**src/rtl/vsmp_core_param_if.sv**
```systemverilog
// -----------------------------------------------------------------------------
// vsmp_core_param_if
// Bus bundle between a VSMP core and whoever drives it: the run request, the
// program-load port and every observable status/output register of the core.
//   master : drives RUN / PROG_*, observes core status (testbench or host)
//   slave  : the core itself
// Parameters must match the core instance (DW data width, AW address width).
// -----------------------------------------------------------------------------
interface vsmp_core_param_if #(
    parameter int DW = 4,
    parameter int AW = 2
);
    localparam int IW = 32'd4 + DW;

    logic          RUN;        // start/resume request, honoured only in IDLE
    logic          PROG_WE;    // program write strobe, honoured only in IDLE
    logic [AW-1:0] PROG_ADDR;  // program write address
    logic [IW-1:0] PROG_DATA;  // program write word {opcode, operand}
    logic [3:0]    PHASE;      // one-hot phase, 0000 when idle
    logic [AW-1:0] PC;         // program counter
    logic [3:0]    INSTR;      // opcode held in the instruction register
    logic [DW-1:0] ACCA;       // accumulator A
    logic [DW-1:0] ACCB;       // accumulator B
    logic          ZERO;       // zero flag
    logic          CARRY;      // carry (ADD) / borrow (SUB) flag
    logic [DW-1:0] OUT_DATA;   // last value emitted by OUT
    logic          OUT_VALID;  // one-cycle pulse for a new OUT_DATA
    logic          HALTED;     // set by HLT, cleared by an accepted RUN

    modport master (
        output RUN, PROG_WE, PROG_ADDR, PROG_DATA,
        input  PHASE, PC, INSTR, ACCA, ACCB, ZERO, CARRY, OUT_DATA, OUT_VALID, HALTED
    );

    modport slave (
        input  RUN, PROG_WE, PROG_ADDR, PROG_DATA,
        output PHASE, PC, INSTR, ACCA, ACCB, ZERO, CARRY, OUT_DATA, OUT_VALID, HALTED
    );
endinterface

```
**src/rtl/vsmp_core_param.sv**
```systemverilog
// -----------------------------------------------------------------------------
// vsmp_core_param
// Parametrised VSMP processor: loadable program memory (2^AW words of 4+DW
// bits), a four-phase control unit, accumulators A/B, ALU, program counter,
// ZERO/CARRY flags, an OUT port and halt/run control.
// Ports:
//   CLK  : clock, rising edge
//   RST  : synchronous active-high reset (program memory is kept)
//   bus  : vsmp_core_param_if.slave -- RUN, PROG_WE/ADDR/DATA in;
//          PHASE, PC, INSTR, ACCA, ACCB, ZERO, CARRY, OUT_DATA, OUT_VALID,
//          HALTED out (all driven straight from registers)
// Instruction word: opcode = [IW-1:DW], operand K = [DW-1:0], target T = K[AW-1:0].
// -----------------------------------------------------------------------------
module vsmp_core_param #(
    parameter int DW = 4,
    parameter int AW = 2
) (
    input  logic                 CLK,
    input  logic                 RST,
    vsmp_core_param_if.slave     bus
);
    localparam int IW    = 32'd4 + DW;
    localparam int DEPTH = 32'd1 << AW;

    // State encoding doubles as the one-hot PHASE output, so PHASE is a register.
    typedef enum logic [3:0] {
        ST_IDLE      = 4'b0000,
        ST_FETCH     = 4'b0001,
        ST_DECODE    = 4'b0010,
        ST_EXECUTE   = 4'b0100,
        ST_WRITEBACK = 4'b1000
    } state_t;

    localparam logic [3:0] OP_LDA  = 4'h1;
    localparam logic [3:0] OP_LDB  = 4'h2;
    localparam logic [3:0] OP_ADD  = 4'h3;
    localparam logic [3:0] OP_SUB  = 4'h4;
    localparam logic [3:0] OP_OUT  = 4'h5;
    localparam logic [3:0] OP_JMP  = 4'h6;
    localparam logic [3:0] OP_JZ   = 4'h7;
    localparam logic [3:0] OP_MOVB = 4'h8;
    localparam logic [3:0] OP_HLT  = 4'hF;

    state_t        state_r;
    state_t        state_nxt_s;
    logic [IW-1:0] mem_r [DEPTH];
    logic [IW-1:0] ir_r;
    logic [AW-1:0] pc_r;
    logic [DW-1:0] acca_r;
    logic [DW-1:0] accb_r;
    logic          zero_r;
    logic          carry_r;
    logic [DW-1:0] out_data_r;
    logic          out_valid_r;
    logic          halted_r;

    logic [3:0]    opcode_s;
    logic [DW-1:0] operand_s;
    logic [AW-1:0] target_s;
    logic [AW-1:0] pc_inc_s;
    logic [AW-1:0] pc_nxt_s;
    logic [DW:0]   sum_s;
    logic [DW:0]   diff_s;
    logic [DW-1:0] acca_nxt_s;
    logic [DW-1:0] accb_nxt_s;
    logic          zero_nxt_s;
    logic          carry_nxt_s;
    logic [DW-1:0] out_data_nxt_s;
    logic          out_valid_nxt_s;

    assign opcode_s  = ir_r[IW-1:DW];
    assign operand_s = ir_r[DW-1:0];
    assign target_s  = operand_s[AW-1:0];
    assign pc_inc_s  = pc_r + AW'(1'b1);
    // One extra bit on each side: the MSB is the carry for ADD and the borrow for SUB.
    assign sum_s     = {1'b0, acca_r} + {1'b0, accb_r};
    assign diff_s    = {1'b0, acca_r} - {1'b0, accb_r};

    // Phase sequencer: next-state logic.
    always_comb begin
        state_nxt_s = state_r;
        case (state_r)
            ST_IDLE: begin
                if (bus.RUN) begin
                    state_nxt_s = ST_FETCH;
                end else begin
                    state_nxt_s = ST_IDLE;
                end
            end
            ST_FETCH:     state_nxt_s = ST_DECODE;
            ST_DECODE:    state_nxt_s = ST_EXECUTE;
            ST_EXECUTE:   state_nxt_s = ST_WRITEBACK;
            ST_WRITEBACK: begin
                if (opcode_s == OP_HLT) begin
                    state_nxt_s = ST_IDLE;
                end else begin
                    state_nxt_s = ST_FETCH;
                end
            end
            default:      state_nxt_s = ST_IDLE;
        endcase
    end

    // Phase sequencer: state register.
    always_ff @(posedge CLK) begin
        if (RST) begin
            state_r <= ST_IDLE;
        end else begin
            state_r <= state_nxt_s;
        end
    end

    // ALU and register-file results of the instruction in IR (committed at EXECUTE).
    always_comb begin
        acca_nxt_s      = acca_r;
        accb_nxt_s      = accb_r;
        zero_nxt_s      = zero_r;
        carry_nxt_s     = carry_r;
        out_data_nxt_s  = out_data_r;
        out_valid_nxt_s = 1'b0;
        case (opcode_s)
            OP_LDA:  acca_nxt_s = operand_s;
            OP_LDB:  accb_nxt_s = operand_s;
            OP_ADD: begin
                acca_nxt_s  = sum_s[DW-1:0];
                carry_nxt_s = sum_s[DW];
                zero_nxt_s  = (sum_s[DW-1:0] == {DW{1'b0}});
            end
            OP_SUB: begin
                acca_nxt_s  = diff_s[DW-1:0];
                carry_nxt_s = diff_s[DW];
                zero_nxt_s  = (diff_s[DW-1:0] == {DW{1'b0}});
            end
            OP_OUT: begin
                out_data_nxt_s  = acca_r;
                out_valid_nxt_s = 1'b1;
            end
            OP_MOVB: accb_nxt_s = acca_r;
            default: acca_nxt_s = acca_r;
        endcase
    end

    // Next program counter (committed at WRITEBACK); JZ sees flags already updated.
    always_comb begin
        pc_nxt_s = pc_inc_s;
        case (opcode_s)
            OP_JMP: pc_nxt_s = target_s;
            OP_JZ: begin
                if (zero_r) begin
                    pc_nxt_s = target_s;
                end else begin
                    pc_nxt_s = pc_inc_s;
                end
            end
            default: pc_nxt_s = pc_inc_s;
        endcase
    end

    // Architectural registers: each phase commits only its own slice of state.
    always_ff @(posedge CLK) begin
        if (RST) begin
            ir_r        <= {IW{1'b0}};
            pc_r        <= {AW{1'b0}};
            acca_r      <= {DW{1'b0}};
            accb_r      <= {DW{1'b0}};
            zero_r      <= 1'b0;
            carry_r     <= 1'b0;
            out_data_r  <= {DW{1'b0}};
            out_valid_r <= 1'b0;
            halted_r    <= 1'b0;
        end else begin
            out_valid_r <= 1'b0;
            case (state_r)
                ST_IDLE: begin
                    if (bus.RUN) begin
                        halted_r <= 1'b0;
                    end
                end
                ST_FETCH: ir_r <= mem_r[pc_r];
                ST_DECODE: ir_r <= ir_r;
                ST_EXECUTE: begin
                    acca_r      <= acca_nxt_s;
                    accb_r      <= accb_nxt_s;
                    zero_r      <= zero_nxt_s;
                    carry_r     <= carry_nxt_s;
                    out_data_r  <= out_data_nxt_s;
                    out_valid_r <= out_valid_nxt_s;
                end
                ST_WRITEBACK: begin
                    pc_r <= pc_nxt_s;
                    if (opcode_s == OP_HLT) begin
                        halted_r <= 1'b1;
                    end
                end
                default: ir_r <= ir_r;
            endcase
        end
    end

    // Program memory: reset never clears it; loads are accepted only while idle.
    always_ff @(posedge CLK) begin
        if (!RST && (state_r == ST_IDLE) && bus.PROG_WE) begin
            mem_r[bus.PROG_ADDR] <= bus.PROG_DATA;
        end
    end

    assign bus.PHASE     = state_r;
    assign bus.PC        = pc_r;
    assign bus.INSTR     = opcode_s;
    assign bus.ACCA      = acca_r;
    assign bus.ACCB      = accb_r;
    assign bus.ZERO      = zero_r;
    assign bus.CARRY     = carry_r;
    assign bus.OUT_DATA  = out_data_r;
    assign bus.OUT_VALID = out_valid_r;
    assign bus.HALTED    = halted_r;
endmodule

```
**src/flat_wrapper.sv**
```systemverilog
// flat-port wrapper written by rule: the top's interface ports become plain ports
module vsmp_core_param_flat 
#(
    parameter int DW = 4,
    parameter int AW = 2
)
  (CLK, RST, bus_RUN, bus_PROG_WE, bus_PROG_ADDR, bus_PROG_DATA, bus_PHASE, bus_PC, bus_INSTR, bus_ACCA, bus_ACCB, bus_ZERO, bus_CARRY, bus_OUT_DATA, bus_OUT_VALID, bus_HALTED);
  vsmp_core_param_if #(.DW(DW), .AW(AW)) bus_i ();
  input  logic CLK;
  input  logic RST;
  input wire logic [$bits(bus_i.RUN)-1:0] bus_RUN;
  input wire logic [$bits(bus_i.PROG_WE)-1:0] bus_PROG_WE;
  input wire logic [$bits(bus_i.PROG_ADDR)-1:0] bus_PROG_ADDR;
  input wire logic [$bits(bus_i.PROG_DATA)-1:0] bus_PROG_DATA;
  output wire logic [$bits(bus_i.PHASE)-1:0] bus_PHASE;
  output wire logic [$bits(bus_i.PC)-1:0] bus_PC;
  output wire logic [$bits(bus_i.INSTR)-1:0] bus_INSTR;
  output wire logic [$bits(bus_i.ACCA)-1:0] bus_ACCA;
  output wire logic [$bits(bus_i.ACCB)-1:0] bus_ACCB;
  output wire logic [$bits(bus_i.ZERO)-1:0] bus_ZERO;
  output wire logic [$bits(bus_i.CARRY)-1:0] bus_CARRY;
  output wire logic [$bits(bus_i.OUT_DATA)-1:0] bus_OUT_DATA;
  output wire logic [$bits(bus_i.OUT_VALID)-1:0] bus_OUT_VALID;
  output wire logic [$bits(bus_i.HALTED)-1:0] bus_HALTED;
  assign bus_i.RUN = bus_RUN;
  assign bus_i.PROG_WE = bus_PROG_WE;
  assign bus_i.PROG_ADDR = bus_PROG_ADDR;
  assign bus_i.PROG_DATA = bus_PROG_DATA;
  assign bus_PHASE = bus_i.PHASE;
  assign bus_PC = bus_i.PC;
  assign bus_INSTR = bus_i.INSTR;
  assign bus_ACCA = bus_i.ACCA;
  assign bus_ACCB = bus_i.ACCB;
  assign bus_ZERO = bus_i.ZERO;
  assign bus_CARRY = bus_i.CARRY;
  assign bus_OUT_DATA = bus_i.OUT_DATA;
  assign bus_OUT_VALID = bus_i.OUT_VALID;
  assign bus_HALTED = bus_i.HALTED;
  vsmp_core_param #(.DW(DW), .AW(AW)) u_core (.CLK(CLK), .RST(RST), .bus(bus_i));
endmodule
```
**config.mk**
```make
export PLATFORM = sky130hd
export DESIGN_NAME = vsmp_core_param_flat
export DESIGN_NICKNAME = d
export VERILOG_FILES = /design/src/rtl/vsmp_core_param_if.sv /design/src/rtl/vsmp_core_param.sv /design/src/flat_wrapper.sv
export SDC_FILE = /design/constraint.sdc
export NUM_CORES = 1
export LEC_CHECK = 0
export BUFFER_PORTS_ARGS = -buffer_cell sky130_fd_sc_hd__buf_2
export CAP_MARGIN = 20
export CORE_MARGIN = 5
export CORE_UTILIZATION = 45
export CTS_CLUSTER_DIAMETER = 120
export DETAILED_ROUTE_END_ITERATION = 6
export PLACE_DENSITY = 0.66
export SLEW_MARGIN = 20
export SYNTH_ARGS = -nofsm -noshare
export SYNTH_HDL_FRONTEND = slang
export SYNTH_SLANG_ARGS = --single-unit
```
**constraint.sdc**
```tcl
create_clock -name CLK -period 2.05 [get_ports CLK]
set_input_delay 0.1025 -clock CLK [delete_from_list [all_inputs] [get_ports CLK]]
set_output_delay 0.1025 -clock CLK [all_outputs]
set_load 0.01 [all_outputs]
```
# ---- Word-level counts from Yosys, hierarchy flattened
# Memory sizes are Yosys's and may differ from the RTL's. A register that Yosys moved wholly into a read port is not among the register bits.
# Index checks and enable logic that the tools add are counted.
dict set report classes {
  addsub 3
  n_eq_ne 15
  mux 15
  bitwise_logic 1
  reduce_logical 16
}
# cell count
set op_table {}
lappend op_table {{$eq 4x3->1 const B} 5}
lappend op_table {{$pmux 4 s5} 1}
lappend op_table {{$eq 4x2->1 const B} 3}
lappend op_table {{$eq 4x4->1 const B} 3}
lappend op_table {{$logic_not 4->1} 3}
lappend op_table {{$pmux 4 s3} 1}
lappend op_table {{$eq 4x1->1 const B} 2}
lappend op_table {{$pmux 4 s2} 1}
lappend op_table {{$reduce_and 2->1} 4}
lappend op_table {{$mux 1} 7}
lappend op_table {{$pmux 1 s2} 3}
lappend op_table {{$reduce_bool 2->1} 3}
lappend op_table {{$add 4x4->5} 1}
lappend op_table {{$sub 4x4->5} 1}
lappend op_table {{$pmux 2 s2} 1}
lappend op_table {{$reduce_and 3->1} 1}
lappend op_table {{$reduce_bool 3->1} 1}
lappend op_table {{$add 2x1->2 const B} 1}
lappend op_table {{$logic_and 1x1->1} 2}
lappend op_table {{$mux 2} 1}
lappend op_table {{$ne 2x1->1 const B} 1}
lappend op_table {{$ne 2x2->1 const B} 1}
lappend op_table {{$reduce_or 2->1} 1}
lappend op_table {{$logic_not 1->1} 1}
lappend op_table {{$not 1->1} 1}
dict set report word_totals {
  regBits 22
  ram_bits 32
  in_bits 14
  output_inout_bits 26
  word_cells 60
  memories 1
}
# memory depth width read_ports rd_clocked_by_memory_dff wr line
set memory_table {}
lappend memory_table {u_core.mem_r 4 8 1 1 1 vsmp_core_param.sv:46} ;# logic [IW-1:0] mem_r [DEPTH];

# ---- Logic depth before layout (Yosys ltp)
dict set report logic_depth {
  word_depth 5
  mapped_depth 8
  ltp_nobuf 8
}

# ---- Worst setup path after synthesis
# Ideal clock, no wire load.
dict set report synth_timing {
  kind {reg2reg}
  startpoint {register u_core.state_r[1], in the netlist u_core.bus.PHASE[1]}
  endpoint {memory u_core.mem_r[2][0] (netlist bit) (enable)}
  setup_ns 0.383
  t_arrival_ns 1.593
  required_ns 1.667
  setup_slack_ns 0.074
  stages_incl_launch_ff 4
  path_buffers 0
  period_less_slack_ns 1.976
  cell_sequence {dfxtp_1 nor4_1 nand3_1 nor3_1}
}
dict set report synth_between {
  elab_chain_cells 5
}
# element line
set synth_rtl {}
lappend synth_rtl {{start: declaration} vsmp_core_param.sv:44} ;# state_t state_r;
lappend synth_rtl {{start signal: assignment} vsmp_core_param.sv:109} ;# state_r <= state_nxt_s;
lappend synth_rtl {{$logic_not 4->1} vsmp_core_param.sv:202} ;# if (!RST && (state_r == ST_IDLE) && bus.PROG_WE) begin
lappend synth_rtl {{$logic_and 1x1->1 (2 in series)} vsmp_core_param.sv:202}
lappend synth_rtl {{$mux 1} vsmp_core_param.sv:202}
lappend synth_rtl {{$mux 1 (not written as such)} vsmp_core_param.sv:203} ;# mem_r[bus.PROG_ADDR] <= bus.PROG_DATA;
lappend synth_rtl {{end: declaration} vsmp_core_param.sv:46}
# Every way passes these cells.

# ---- Worst setup path after layout
dict set report layout_timing {
  startpoint {register u_core.accb_r[2], in the netlist u_core.bus.ACCB[2]}
  endpoint {register u_core.zero_r, in the netlist u_core.bus.ZERO}
}
dict set report layout_between {
  elab_chain_cells 3
  word_cells_on_any_way 5
  cone_classes {add/sub: 2; mux: 1; reduce/logical: 2}
}
# element line
set layout_rtl {}
lappend layout_rtl {{start: declaration} vsmp_core_param.sv:50} ;# logic [DW-1:0] accb_r;
lappend layout_rtl {{start signal: assignment} vsmp_core_param.sv:165} ;# accb_r <= {DW{1'b0}};
lappend layout_rtl {{start signal: assignment} vsmp_core_param.sv:183} ;# accb_r <= accb_nxt_s;
lappend layout_rtl {{$sub 4x4->5 or $add 4x4->5 (tied branches)} {vsmp_core_param.sv:77, vsmp_core_param.sv:76}}
lappend layout_rtl {{$logic_not 4->1 (on tied branches)} {vsmp_core_param.sv:132, vsmp_core_param.sv:127}}
lappend layout_rtl {{$pmux 1 s2 *} vsmp_core_param.sv:121} ;# case (opcode_s)
lappend layout_rtl {{end signal: assignment} vsmp_core_param.sv:184} ;# zero_r <= zero_nxt_s;
lappend layout_rtl {{end: declaration} vsmp_core_param.sv:51} ;# logic zero_r;
# Mark *: on every way between the ends. The rest lies on a longest branch, timed or not.
# A chain may end at the register's enable or synchronous reset.

==> summary.txt <==
status: finished, final reports clean
IO Port Bufs: 39
Required @ worst endpoint: 2290 ps
Worst Hold End: u_core.bus.PHASE[0]
Final Critical Period: 1870 ps
clock network fraction of total power: 42.0%
Setup crit end kind: register
synth cell count leaders: edfxtp_1 (32), dfxtp_1 (30), nand2_1 (27)
Top-Level Pins: 40
CP max-delay cell: ha_1
worst path cell trace: inv_1 > ha_1 > inv_1 > a221oi_2 > xor2_1 > o22ai_1 > a32o_1
Synth cell types: 46
largest net degree at the start of global routing: 28
worst setup path class: reg2reg
hold slack: 40.7 ps
hold path start: bus_RUN
Reg2Reg Setup Slack: 180 ps
clock transition at the registers of the reported paths: 70 ps
Post-synth EDFFs: 32
Worst Hold Class: in2reg
clock latency on the worst-skew pair: 350 ps
TNS Setup: 0 ps
syn avg cell area: 11.7 µm²
synth top area cells: edfxtp_1 (33%), dfxtp_1 (21%), mux4_2 (6.3%)
drt first pass iters: 4
Setup Viol. Count Final: 0
met3 Track Usage GR: 6.34%
VDD IR max: 0.000556 V
clk buf depth: 2
Die ar.: 0.00808 mm²
Antenna Nets Post-Route: 0
antenna violations before repair: 0
Initial Util: 45.8%
Crit Reg-Reg Startpoint: u_core.bus.ACCB[2]
Final Hold Viols: 0
Gate power share: 6.1%
placed insts: 361
Setup Skew: 11.0 ps
layout cells sized above 1: 28.6%
FP Rows: 29
Synth warnings: 0
Diodes inserted: 0
cell area after synthesis: 0.00287 mm²
leakage power: 1.33 nW
flops & latches, synth: 62
post-CTS setup buffers: 0
CP most frequent cell: inv_1
GRT busiest layer: met2
via count of the first global-routing pass: 2080
core outline area: 0.00628 mm²
clock sink count: 62
ys flop type: edfxtp_1
DP HPWL: 4290 µm
Global Route Usage Sum: 16.0%
first-pass GRT wire length: 10300 µm
Via Count: 2035
grt ovf: 0
Reg power frac: 51.9%
met2 Use GR: 26.6%
Max-cap violations: 0
H-tree levels: 3
cts bufs inserted: 9
crit path max fanout: 7
gpl congestion: 0.841
post-synth top area share: 33.4%
Starting DRT DRC Count: 82
Slowest Stage Delay on Critical Path: 410 ps
Slew Viols, Final: 0
CTS root buffer: clkbuf_8
R2R depth: 7
DRT Wirelength: 6030 µm
most common cell in the netlist: edfxtp_1
Chip Height: 89.9 µm
area leader, netlist: edfxtp_1
post-synth net total: 270
Layout Nets: 327
routed len/inst: 15.7 µm
met1 Usage GRT: 18.7%
drt via density: 5.29
Slew @ Worst Pin: 740 ps
Critical Path AT: 2100 ps
Gate Count Post-Synth: 246
final std cells w/o fill: 385
CTS tree: built
ys async rst share: 0%
DRC viols: 0
Sw Pwr: 0.633 mW
Max Clk Rate: 535 MHz
Seq/Total Area, Yosys: 54.3%
PwrDens: 750 mW/mm²
RSZ-0062 raised after global routing: false
Area Overhead vs Synth: 21.0%
Die Width: 89.9 µm
Pint: 1.97 mW
Cells on Worst Hold Path: 3
Tcrit/Tclk final: 91.1%
CP startpoint kind: register
Pwr Total: 2.61 mW
Reg2Reg Capture Point: u_core.bus.ZERO
Max-slew headroom: 50.6%
Net Sw Frac: 24.3%
## sequential cells by signal (all words and copies together), names as in the netlist
signal	flops
u_core.bus.ACCA	4
u_core.bus.OUT_VALID	1
u_core.bus.HALTED	1
u_core.bus.CARRY	1
u_core.bus.PHASE	4
u_core.bus.ZERO	1
u_core.bus.ACCB	4
u_core.bus.OUT_DATA	4
u_core.mem_r	32
u_core.ir_r	8
u_core.bus.PC	2
## worst max-delay path by stage
stage                        startpoint                 end  slack [ps]  cells past startpoint
floorplan           u_core.bus.PHASE[1]  u_core.mem_r[2][0]          70                      3
global placement     u_core.bus.ACCA[0]  u_core.bus.ACCA[2]         230                      7
detailed placement   u_core.bus.ACCB[2]     u_core.bus.ZERO         130                      7
CTS                  u_core.bus.ACCB[2]     u_core.bus.ZERO         100                      7
global route         u_core.bus.ACCB[2]     u_core.bus.ZERO          30                      7
finish               u_core.bus.ACCB[2]     u_core.bus.ZERO         180                      7
## cells in the final DEF, fill, tap and decap left out, types with 4 or more instances in the layout
cell type,n
buf_2,39
edfxtp_1,32
dfxtp_1,30
nand2_1,27
nor2_1,22
a21oi_1,15
buf_4,13
inv_1,12
clkbuf_8,9
mux4_2,8
a211oi_1,8
ha_1,8
dlygate4sd3_1,8
o21ai_0,6
nor2b_1,5
mux2i_1,5
nand3_1,4
nor3_1,4
xor2_1,4
nand2b_1,4
a22oi_1,4
## critical path, delay by kind of cell (launching register included)
kind	cells	cell delay, ps
AOI/OAI and AO/OA	3	610
DFF	1	350
xor gates and xnor gates	1	230
adders and majority gates	1	410
buffers and inverters	2	160
## kinds of logic after synthesis
| group | after synthesis | share of synthesized area, % |
|---|---|---|
| XOR/XNOR | 5 | 1.52 |
| buffers and inverters | 26 | 4.48 |
| flip-flops | 62 | 54.3 |
| multiplexers | 15 | 8.79 |
| adder cells (fa/ha/maj) | 10 | 4.88 |
| AND/OR/NAND/NOR | 84 | 15.8 |
| AO/OA/AOI/OAI | 44 | 10.2 |
## layer usage
metal	part of all wire [%]	vias up
met4	1.5	0
li1	-	1004
met3	5.1	11
met1	43	970
met5	0	-
met2	51	50
## power groups by stage
| stage | Clock, mW | Sequential (mW) | Combinational, mW |
|---|---|---|---|
| 6_report | 1.10 | 1.35 | 0.159 |
| 5_1_grt | 1.20 | 1.36 | 0.176 |
| 4_1_cts | 1.13 | 1.35 | 0.159 |
| 3_5_place_dp | 0 | 1.38 | 0.147 |
| 3_3_place_gp | 0 | 1.38 | 0.144 |
| 2_1_floorplan | 0 | 1.37 | 0.0994 |
## repair_timing
item                                    4_1_cts  5_1_grt
gates resized for setup                       0        2
endpoints found under the hold margin        32        0
endpoints found under the setup margin        0        2
hold buffers                                  8        0
## layout make-up
cell class,instances,area (µm²)
flip-flops and latches,62,1560
clock buffers,9,124
clock inverters,7,81.3
repair buffers,60,373
well taps,77,96.3
fillers,562,2800
multi-input cells,158,1200
inverters,12,45.0
## through the flow
stage	cell area, µm²	util [%]	setup slack, ps
2_1_floorplan	2870	-	73.9
3_3_place_gp	3180	50.6	230
3_5_place_dp	3180	50.6	126
4_1_cts	3460	55.2	104
5_1_grt	3480	55.4	34.1
6_report	3480	55.4	182
Note: power is estimated with default switching activity, not from simulation.
